--- src/rtl/mlp_layer_sequencer_pkg.sv ---
// Shared types and limits for the MLP layer sequencer.
// The optional cycle counter is enabled with MLP_SEQ_CYCLE_CNT_EN.
package mlp_seq_pkg;

    localparam int ROW_W        = 8;
    localparam int COL_W        = 10;
    localparam int ADDR_W       = 16;
    localparam int MAX_ROWS_DEF = 128;
    localparam int MAX_COLS_DEF = 512;

    typedef enum logic [1:0] {
        S_IDLE,
        S_ISSUE,
        S_DRAIN,
        S_DONE
    } seq_state_t;

    typedef struct packed {
        logic             valid;
        logic             first;
        logic             last;
        logic [ROW_W-1:0] row;
    } pipe_ent_t;

    function automatic pipe_ent_t make_ent(input logic first, input logic last,
                                           input logic [ROW_W-1:0] row);
        pipe_ent_t e;
        e.valid = 1'b1;
        e.first = first;
        e.last  = last;
        e.row   = row;
        return e;
    endfunction

endpackage

--- src/rtl/mlp_layer_sequencer_if.sv ---
// RAM read / MAC strobe / result write bus driven by the MLP layer sequencer.
interface mlp_layer_sequencer_if;

    logic                             mem_rd;
    logic [mlp_seq_pkg::ADDR_W-1:0]   a_addr;
    logic [mlp_seq_pkg::COL_W-1:0]    b_addr;
    logic                             mac_clr;
    logic                             mac_en;
    logic                             res_we;
    logic [mlp_seq_pkg::ROW_W-1:0]    res_addr;

    modport master (output mem_rd, a_addr, b_addr, mac_clr, mac_en, res_we, res_addr);
    modport slave  (input  mem_rd, a_addr, b_addr, mac_clr, mac_en, res_we, res_addr);

endinterface

--- src/rtl/mlp_layer_sequencer_pipe.sv ---
// Fixed-depth shift register carrying issue flags alongside the RAM/MAC latency.
module mlp_seq_pipe
    import mlp_seq_pkg::*;
#(
    parameter int DEPTH = 1
) (
    input  logic      clk,
    input  logic      rst,
    input  pipe_ent_t din,
    output pipe_ent_t dout
);

    pipe_ent_t stg [DEPTH];

    always_ff @(posedge clk) begin
        if (rst) begin
            for (int i = 0; i < DEPTH; i++) stg[i] <= '0;
        end else begin
            stg[0] <= din;
            for (int i = 1; i < DEPTH; i++) stg[i] <= stg[i-1];
        end
    end

    assign dout = stg[DEPTH-1];

endmodule

--- src/rtl/mlp_layer_sequencer.sv ---
// Control sequencer for one fully-connected layer: walks A/B RAMs, strobes the MAC, writes results.
// Optional 32-bit busy-cycle counter output is enabled by defining MLP_SEQ_CYCLE_CNT_EN.
//
// state   | meaning
// IDLE    | waiting for start
// ISSUE   | one A/B read per cycle, row-major
// DRAIN   | waiting for the final result write to leave the pipeline
// DONE    | one-cycle done (and err) pulse
module mlp_layer_sequencer
    import mlp_seq_pkg::*;
#(
    parameter int MAX_ROWS = MAX_ROWS_DEF,
    parameter int MAX_COLS = MAX_COLS_DEF,
    parameter int RD_LAT   = 1,
    parameter int MAC_LAT  = 1
) (
    input  logic                 ACLK,
    input  logic                 ARESET,
    input  logic                 start,
    input  logic [ROW_W-1:0]     n_rows,
    input  logic [COL_W-1:0]     n_cols,
    output logic                 busy,
    output logic                 done,
    output logic                 err,
    mlp_layer_sequencer_if.master mem
`ifdef MLP_SEQ_CYCLE_CNT_EN
    ,
    output logic [31:0]          cycle_cnt
`endif
);

    seq_state_t        state;
    logic [ROW_W-1:0]  rows_m1;
    logic [ROW_W-1:0]  row_q;
    logic [COL_W-1:0]  cols_m1;
    logic [COL_W-1:0]  col_q;
    logic [ADDR_W-1:0] a_q;
    logic              rd_q;
    pipe_ent_t         iss;
    pipe_ent_t         mac_ent;
    pipe_ent_t         res_ent;
    logic              size_ok;
    logic              final_we;

    assign size_ok = (n_rows != '0) && ({1'b0, n_rows} <= (ROW_W+1)'(MAX_ROWS)) &&
                     (n_cols != '0) && ({1'b0, n_cols} <= (COL_W+1)'(MAX_COLS));

    assign final_we = res_ent.valid && res_ent.last && (res_ent.row == rows_m1);

    always_ff @(posedge ACLK) begin
        if (ARESET) begin
            state   <= S_IDLE;
            busy    <= 1'b0;
            done    <= 1'b0;
            err     <= 1'b0;
            rd_q    <= 1'b0;
            a_q     <= '0;
            row_q   <= '0;
            col_q   <= '0;
            rows_m1 <= '0;
            cols_m1 <= '0;
            iss     <= '0;
        end else begin
            done <= 1'b0;
            err  <= 1'b0;
            case (state)
                S_IDLE: begin
                    if (start) begin
                        busy <= 1'b1;
                        if (size_ok) begin
                            rows_m1 <= n_rows - ROW_W'(1);
                            cols_m1 <= n_cols - COL_W'(1);
                            row_q   <= '0;
                            col_q   <= '0;
                            a_q     <= '0;
                            rd_q    <= 1'b1;
                            iss     <= make_ent(1'b1, n_cols == COL_W'(1), '0);
                            state   <= S_ISSUE;
                        end else begin
                            done  <= 1'b1;
                            err   <= 1'b1;
                            state <= S_DONE;
                        end
                    end
                end
                S_ISSUE: begin
                    // row_q/col_q always name the read currently on the bus
                    if (row_q == rows_m1 && col_q == cols_m1) begin
                        rd_q  <= 1'b0;
                        iss   <= '0;
                        state <= S_DRAIN;
                    end else begin
                        a_q <= a_q + ADDR_W'(1);
                        if (col_q == cols_m1) begin
                            col_q <= '0;
                            row_q <= row_q + ROW_W'(1);
                            iss   <= make_ent(1'b1, cols_m1 == '0, row_q + ROW_W'(1));
                        end else begin
                            col_q <= col_q + COL_W'(1);
                            iss   <= make_ent(1'b0, (col_q + COL_W'(1)) == cols_m1, row_q);
                        end
                    end
                end
                S_DRAIN: begin
                    if (final_we) begin
                        done  <= 1'b1;
                        state <= S_DONE;
                    end
                end
                S_DONE: begin
                    busy  <= 1'b0;
                    state <= S_IDLE;
                end
                default: state <= S_IDLE;
            endcase
        end
    end

    mlp_seq_pipe #(.DEPTH(RD_LAT)) u_rd_pipe (
        .clk  (ACLK),
        .rst  (ARESET),
        .din  (iss),
        .dout (mac_ent)
    );

    mlp_seq_pipe #(.DEPTH(MAC_LAT)) u_mac_pipe (
        .clk  (ACLK),
        .rst  (ARESET),
        .din  (mac_ent),
        .dout (res_ent)
    );

    assign mem.mem_rd   = rd_q;
    assign mem.a_addr   = a_q;
    assign mem.b_addr   = col_q;
    assign mem.mac_en   = mac_ent.valid;
    assign mem.mac_clr  = mac_ent.valid & mac_ent.first;
    assign mem.res_we   = res_ent.valid & res_ent.last;
    assign mem.res_addr = (res_ent.valid & res_ent.last) ? res_ent.row : '0;

`ifdef MLP_SEQ_CYCLE_CNT_EN
    always_ff @(posedge ACLK) begin
        if (ARESET) begin
            cycle_cnt <= '0;
        end else if (state == S_IDLE && start) begin
            cycle_cnt <= '0;
        end else if (busy && cycle_cnt != '1) begin
            cycle_cnt <= cycle_cnt + 32'd1;
        end
    end
`endif

endmodule

--- src/flat_wrapper.sv ---
// flat-port wrapper written by rule: the top's interface ports become plain ports
module mlp_layer_sequencer_flat import mlp_seq_pkg::*;
#(
    parameter int MAX_ROWS = MAX_ROWS_DEF,
    parameter int MAX_COLS = MAX_COLS_DEF,
    parameter int RD_LAT   = 1,
    parameter int MAC_LAT  = 1
)
  (ACLK, ARESET, start, n_rows, n_cols, busy, done, err, mem_mem_rd, mem_a_addr, mem_b_addr, mem_mac_clr, mem_mac_en, mem_res_we, mem_res_addr);
  mlp_layer_sequencer_if mem_i ();
  input  logic ACLK;
  input  logic ARESET;
  input  logic start;
  input  logic [ROW_W-1:0] n_rows;
  input  logic [COL_W-1:0] n_cols;
  output logic busy;
  output logic done;
  output logic err;
  output wire logic [$bits(mem_i.mem_rd)-1:0] mem_mem_rd;
  output wire logic [$bits(mem_i.a_addr)-1:0] mem_a_addr;
  output wire logic [$bits(mem_i.b_addr)-1:0] mem_b_addr;
  output wire logic [$bits(mem_i.mac_clr)-1:0] mem_mac_clr;
  output wire logic [$bits(mem_i.mac_en)-1:0] mem_mac_en;
  output wire logic [$bits(mem_i.res_we)-1:0] mem_res_we;
  output wire logic [$bits(mem_i.res_addr)-1:0] mem_res_addr;
  assign mem_mem_rd = mem_i.mem_rd;
  assign mem_a_addr = mem_i.a_addr;
  assign mem_b_addr = mem_i.b_addr;
  assign mem_mac_clr = mem_i.mac_clr;
  assign mem_mac_en = mem_i.mac_en;
  assign mem_res_we = mem_i.res_we;
  assign mem_res_addr = mem_i.res_addr;
  mlp_layer_sequencer #(.MAX_ROWS(MAX_ROWS), .MAX_COLS(MAX_COLS), .RD_LAT(RD_LAT), .MAC_LAT(MAC_LAT)) u_core (.ACLK(ACLK), .ARESET(ARESET), .start(start), .n_rows(n_rows), .n_cols(n_cols), .busy(busy), .done(done), .err(err), .mem(mem_i));
endmodule
--- config.mk ---
export PLATFORM = sky130hd
export DESIGN_NAME = mlp_layer_sequencer_flat
export DESIGN_NICKNAME = d
export VERILOG_FILES = /design/src/rtl/mlp_layer_sequencer_pkg.sv /design/src/rtl/mlp_layer_sequencer_if.sv /design/src/rtl/mlp_layer_sequencer_pipe.sv /design/src/rtl/mlp_layer_sequencer.sv /design/src/flat_wrapper.sv
export SDC_FILE = /design/constraint.sdc
export NUM_CORES = 1
export LEC_CHECK = 0
export ABC_AREA = 1
export CAP_MARGIN = 20
export CORE_MARGIN = 2
export CORE_UTILIZATION = 45
export CTS_CLUSTER_DIAMETER = 120
export DETAILED_ROUTE_END_ITERATION = 10
export PLACE_DENSITY = 0.67
export SLEW_MARGIN = 0
export SYNTH_ARGS = -nofsm -noshare
export SYNTH_HDL_FRONTEND = slang
export SYNTH_SLANG_ARGS = --single-unit
--- constraint.sdc ---
create_clock -name ACLK -period 3.1 [get_ports ACLK]
set_clock_uncertainty 0.15 [all_clocks]
set_input_delay 0.31 -clock ACLK [delete_from_list [all_inputs] [get_ports ACLK]]
set_output_delay 0.31 -clock ACLK [all_outputs]
set_load 0.005 [all_outputs]
==> results of run 1 <==
layout make-up:
cell class,instances,area [µm²]
fillers,1069,4920
multi-input cells,494,2590
flip-flops and latches,90,1800
repair buffers,66,643
inverters,104,393
well taps,140,175
clock buffers,9,124
clock inverters,7,93.8
metrics by stage:
step	hold WS (ps)	instances	util, %	power (mW)	setup slack (ps)
2_1_floorplan	238	708	-	2.13	1180
3_3_place_gp	243	894	52.2	2.39	387
3_5_place_dp	243	894	52.2	2.42	277
4_1_cts	203	910	54.2	3.28	658
5_1_grt	234	910	54.2	3.48	356
6_report	220	910	54.2	3.26	626
placed cells by master (no fill, tap or decap), types with 3 or more instances in the layout:
cell / instances
nor2_4: 3
nor4_1: 5
nand4_1: 14
buf_4: 5
o211ai_1: 5
nand2_1: 158
or2_2: 3
o21ai_0: 35
nor2_1: 83
xor2_1: 36
a21oi_1: 45
nor3b_1: 3
nand3_1: 41
o21ai_1: 8
nor3_1: 10
inv_2: 3
clkbuf_8: 9
a31oi_1: 3
dfxtp_1: 90
xnor2_1: 13
or2_1: 3
clkdlybuf4s50_1: 60
ha_1: 12
inv_1: 100
metal layers:
layer	vias up	GRT usage, %	wire length (µm)
met5	-	0	0
met3	15	3.38	473
met2	97	38.5	5980
met4	0	6.32	179
li1	2356	-	-
met1	2095	27.8	5530
worst min-delay path, stage by stage:
cell	delay [ps]
buf_2	100
inv_1	130
nand2_1	110
inv_1	40
report_power, final:
| group | internal [mW] | switching, mW |
|---|---|---|
| sequential | 1.28 | 0.125 |
| combinational | 0.368 | 0.620 |
| clock | 0.395 | 0.467 |
| total | 2.04 | 1.21 |
kinds of logic (layout without fill, tap and decap cells):
kind of cell	after synthesis	in the layout
AO/OA/AOI/OAI	98	98
XOR/XNOR	49	49
adder cells (fa/ha/maj)	12	12
buffers and inverters	124	186
flip-flops	90	90
AND/OR/NAND/NOR	335	335
final timing paths:
check | end | slack, ps | cells past startpoint
max | u_core.mem.b_addr[7] | 630 | 14
min | u_core.iss[8] | 220 | 4
max reg2reg | u_core.mem.b_addr[7] | 800 | 10
min reg2reg | u_core.u_mac_pipe.stg[0][2] | 260 | 2
state kept, by name, summed over array words and instances, names as in the netlist, 2 cells and up:
| register | cells |
|---|---|
| u_core.mem.a_addr | 16 |
| u_core.iss | 11 |
| u_core.u_rd_pipe.stg | 11 |
| u_core.cols_m1 | 10 |
| u_core.mem.b_addr | 10 |
| u_core.u_mac_pipe.stg | 10 |
| u_core.row_q | 8 |
| u_core.rows_m1 | 8 |
| u_core.state | 2 |
==> qor.csv, run 1 <==
stage;metric;value;unit
job;max_cap_viol_count;0;
yosys;synth.most_common_cell;nand2_1;
global_route;grt-ovfl-total;0;
critical_path;end_kind;register;
yosys;netlist_top_cells_count;158 x nand2_1, 100 x inv_1, 90 x dfxtp_1;
worst_hold_path;min_path_type;in -> reg;
yosys;synth.distinct_cells;36;
place;port_buffers;61;
global_route;grt_max_degree;51;
yosys;synth_area;0.00491;mm²
timing;timing.setup.tns;0;ps
yosys;syn_area_per_cell;6.94;µm²
layout;synthToLayoutAreaGrowth;18.5;%
cts;clock_sinks;90;
cts;cts_setup_buffers;0;
route;firstDrtPassIters;4;
yosys;synthArstFlopShare;0;%
timing;min_period;2470;ps
critical_path;critical_path.startpoint;n_cols[0];
status;status;complete, no violations;
yosys;ys.flop_type;dfxtp_1;
yosys;synth_compound_area_share;10.4;%
die;start_util;45.7;%
cts;cts_buffers;9;
critical_path;reg2reg_from;u_core.state[1];
yosys;ys_warn_count;0;
cts;hold_buffers;0;
route;antenna_left;0;
die;die_h;108;µm
yosys;synth-edff-count;0;
global_route;grtUsageTotal;22.0;%
cts;insertion_delay;360;ps
global_route;grt_first_pass_wirelength;20600;µm
critical_path;path_class;in -> reg;
yosys;yosysTopAreaCellShare;36.7;%
yosys;synth_seq_area_share;36.7;%
critical_path;cp_common_cell;nand2_1;
place;hpwl;9220;µm
yosys;synth_fa_ha_area_share;3.06;%
power;power.density;559;mW/mm²
yosys;synth_nets;741;
power;ir_drop;0.000290;V
critical_path;worst-path-buf-inv;3;
layout;fin_area;0.00582;mm²
route;vias_per_cell;5.01;
critical_path;required;3170;ps
critical_path;cp_max_fo;24;
timing;max_freq;0.404;GHz
timing;timing_hold_violations_final;0;
critical_path;max_stage_delay;430;ps
cts;htreeDepth;3;
critical_path;path_cells;clkdlybuf4s50_1 -> inv_1 -> ha_1 -> nand2_1 -> nor2_1 -> nand3_1 -> nand2_1 -> nand3b_4 -> nand2_4 -> nand2_4 -> inv_4 -> nand2_1 -> o21ai_1 -> nor2_1;
layout;drive_above_1_share;5.58;%
power;power_leakage;2.37;nW
critical_path;cp_top_family;simple AND/OR/NAND/NOR gates;
timing;slew_viol_final;0;
timing;slew_headroom;64.0;%
timing;rsz0062_at_grt;false;
die;fp-row-count;38;
yosys;synth-xor-area-share;8.74;%
yosys;synth-simple-area-share;30.5;%
cts;cts_tree;built;
critical_path;slowest_stage;clkdlybuf4s50_1;
route;drt_iter0_drc;191;
cts;clockBufferDepth;2;
cts;cts.clk_slew.worst_paths;90;ps
route;vias;4563;
critical_path;worst_setup_path_start_kind;primary input;
layout;antennaDiodeCount;0;
yosys;synth_top_area_cell;dfxtp_1;
global_route;grt_pass1_vias;4412;
die;fp.dieW;108;µm
cts;root_buffer;clkbuf_8;
timing;setup_viol;0;
die;dieArea;0.0118;mm²
yosys;syn_inst;708;
place;placed_area;0.00560;mm²
die;pin_count;62;
die;coreArea;0.0107;mm²
yosys;muxShareOfSynthArea;0;%
yosys;netlist_top_cells_area;dfxtp_1 37%, nand2_1 12%, inv_1 7.6%, xor2_1 6.4%, nor2_1 6.3%;
place;gp_congestion;0.909;
route;wl;12200;µm
layout;nNetsFinal;798;
yosys;synth.ff_latch_count;90;
yosys;synth_top_family_by_area;simple AND/OR/NAND/NOR gates;
cts;cts_resized;0;
worst_hold_path;worstHoldStart;ARESET;
route;drc;0;
route;post_drt_wl_per_cell;13.4;µm
critical_path;worstPathArrival;2540;ps
global_route;antenna_found_initial;0;
timing;period_share;79.8;%
timing;tightest_slew;539;ps
(Power assumes the default switching activity.)
==> run 2, diff against run 1 <==
--- a/config.mk
+++ b/config.mk
@@ -11,7 +11,7 @@
 export CORE_UTILIZATION = 45
 export CTS_CLUSTER_DIAMETER = 120
 export DETAILED_ROUTE_END_ITERATION = 10
-export PLACE_DENSITY = 0.67
+export PLACE_DENSITY = 0.7
 export SLEW_MARGIN = 0
 export SYNTH_ARGS = -nofsm -noshare
 export SYNTH_HDL_FRONTEND = slang
==> constraint.sdc (replaced) <==
create_clock -name ACLK -period 2 [get_ports ACLK]
set_clock_uncertainty 0.15 [all_clocks]
set_input_delay 0.2 -clock ACLK [delete_from_list [all_inputs] [get_ports ACLK]]
set_output_delay 0.2 -clock ACLK [all_outputs]
set_load 0.005 [all_outputs]
==> run 2 against run 1 <==
Core utilization grew 6.4 points; die area is the same; clock-buffer cell count grew 2; final cell count grew 7.0%; hold slack lost 110 ps; clock power grew 54%; non-clock buffer count grew 64; critical endpoint is now u_core.mem.a_addr[0]; highest routed layer unchanged.
==> qor.csv, run 2 (synthesis results as in run 1) <==
stage;metric;value;unit;change
status;status;complete, no violations;;unchanged
layout;final_cell_mix;146 x nand2_1, 92 x inv_1, 81 x nor2_1;;was 158 x nand2_1, 100 x inv_1, 90 x dfxtp_1
cts;cts.clk_slew.worst_paths;100;ps;was 90 ps
global_route;grt_pass1_vias;4596;;was 4412
timing;setup_viol;0;;unchanged
die;pin_count;62;;unchanged
power;power_leakage;2.77;nW;was 2.37 nW
critical_path;end_kind;register;;unchanged
layout;antennaDiodeCount;0;;unchanged
place;hpwl;9520;µm;was 9220 µm
job;max_cap_viol_count;0;;unchanged
critical_path;ff2ff_path_depth;9;;was 10
timing;slew_viol_final;0;;unchanged
critical_path;worstPathArrival;2090;ps;was 2540 ps
power;power.density;843;mW/mm²;was 559 mW/mm²
cts;hold_buffers;0;;unchanged
die;fp-row-count;38;;unchanged
timing;slew_headroom;62.3;%;was 64.0%
layout;largest_reg_flops;16;;unchanged
cts;htreeDepth;3;;unchanged
timing;rsz0062_at_grt;true;;was false
global_route;grt_first_pass_wirelength;21000;µm;was 20600 µm
route;wl;12700;µm;was 12200 µm
route;post_drt_wl_per_cell;13.0;µm;was 13.4 µm
route;firstDrtPassIters;5;;was 4
timing;tightest_slew;565;ps;was 539 ps
route;drc;0;;unchanged
critical_path;path_class;reg -> reg;;was in -> reg
route;antenna_left;0;;unchanged
layout;final_util;60.6;%;was 54.2%
worst_hold_path;hold_depth;4;;unchanged
global_route;antenna_found_initial;0;;unchanged
place;port_buffers;61;;unchanged
die;start_util;45.7;%;unchanged
timing;period_share;96.1;%;
route;wl_met1;5660;µm;was 5530 µm
cts;cts_buffers;9;;unchanged
cts;root_buffer;clkbuf_8;;unchanged
die;die_h;108;µm;unchanged
route;vias_per_cell;5.03;;was 5.01
global_route;grt_max_degree;51;;unchanged
layout;nNetsFinal;862;;was 798
cts;clockBufferDepth;2;;unchanged
route;drt_iter0_drc;194;;was 191
critical_path;worst_setup_path_start_kind;register;;was primary input
layout;final_common_cell;nand2_1;;unchanged
timing;min_period;1920;ps;
cts;cts_tree;built;;unchanged
route;vias;4902;;was 4563
global_route;grt-ovfl-total;0;;unchanged
cts;insertion_delay;380;ps;was 360 ps
timing;whs;105;ps;was 220 ps
route;wl_met2;6360;µm;was 5980 µm
power;ir_drop;0.000466;V;was 0.000290 V
die;fp.dieW;108;µm;unchanged
worst_hold_path;min_path_type;in -> reg;;unchanged
layout;drive_above_1_share;18.8;%;was 5.58%
place;gp_congestion;0.909;;unchanged
timing;max_freq;0.520;GHz;
route;highest_layer;met4;;unchanged
global_route;grtUsageTotal;22.3;%;was 22.0%
timing;timing_hold_violations_final;0;;unchanged
die;dieArea;0.0118;mm²;unchanged
cts;clock_sinks;90;;unchanged
critical_path;cp_max_fo;8;;was 24
layout;synthToLayoutAreaGrowth;32.5;%;was 18.5%
layout;fillers;1016;;was 1069
route;dr_wl_met3;476;µm;was 473 µm
die;coreArea;0.0107;mm²;unchanged
critical_path;required;2160;ps;was 3170 ps
run 2: cell types whose count changed in the layout (fill, tap and decap cells not counted), moves of 5 or more:
cell and delta:
a21oi_1 -6, dfxtp_2 +5, a21oi_2 +6, dfxtp_4 +5
nand2_1 -12, buf_4 +59, dfxtp_1 -10, inv_2 +8
inv_1 -8, nand2_2 +12
run 2: final cells by class:
type                    count  area, µm²  share of cell area, %
clock buffers              11        151                   2.33
clock inverters             5       61.3                  0.942
inverters                 104        398                   6.11
multi-input cells         494       2740                   42.0
flip-flops and latches     90       1830                   28.1
well taps                 140        175                   2.69
repair buffers            130       1160                   17.8
run 2: per-stage QoR:
step           area, µm²  worst slack (ps)  std cells  TNS (ps)  total power, mW
2_1_floorplan       4910              80.9        708         0             3.31
3_3_place_gp        6030              -214        949     -9740             3.95
3_5_place_dp        6030              -345        949    -17020             3.99
4_1_cts             6260              27.1        965         0             5.32
5_1_grt             6510             -58.0        974      -311             5.84
6_report            6510              78.3        974         0             5.48
run 2: timing repair:
item / CTS / global route
endpoints found under the setup margin: 8 / 57
gates resized for setup: 8 / 66
pin swaps: 1 / 23
gates cloned: 0 / 0
buffers inserted: 0 / 9
hold endpoints to repair: 0 / 0
run 2: final timing paths:
| path | startpoint | to | slack [ps] |
|---|---|---|---|
| hold / removal | n_rows[2] | u_core.rows_m1[2] | 110 |
| hold reg to reg | u_core.u_rd_pipe.stg[0][7] | u_core.u_mac_pipe.stg[0][7] | 260 |
| setup reg to reg | u_core.cols_m1[5] | u_core.mem.a_addr[0] | 80 |
| setup / recovery | u_core.cols_m1[5] | u_core.mem.a_addr[0] | 80 |
run 2: critical path: stages (launching register included):
cell and delay (ps):
dfxtp_1 360, xor2_1 190, nor2_1 150, nand3_2 110, nor2_4 220, nand3b_4 170
nand2_8 140, buf_6 130, o21ai_0 90, a21oi_1 150
run 2: power by group:
group          switching (mW)  internal (mW)  leakage, nW
Combinational            1.10          0.892         1.92
Sequential              0.163           1.99        0.736
Clock                   0.682          0.653        0.110
Total                    1.94           3.54         2.77
run 2: per-layer routing:
layer	vias to the layer above	global-route usage, %
met5	-	0
met4	0	7.33
met3	19	3.01
met2	95	39.4
met1	2312	27.9
li1	2476	-
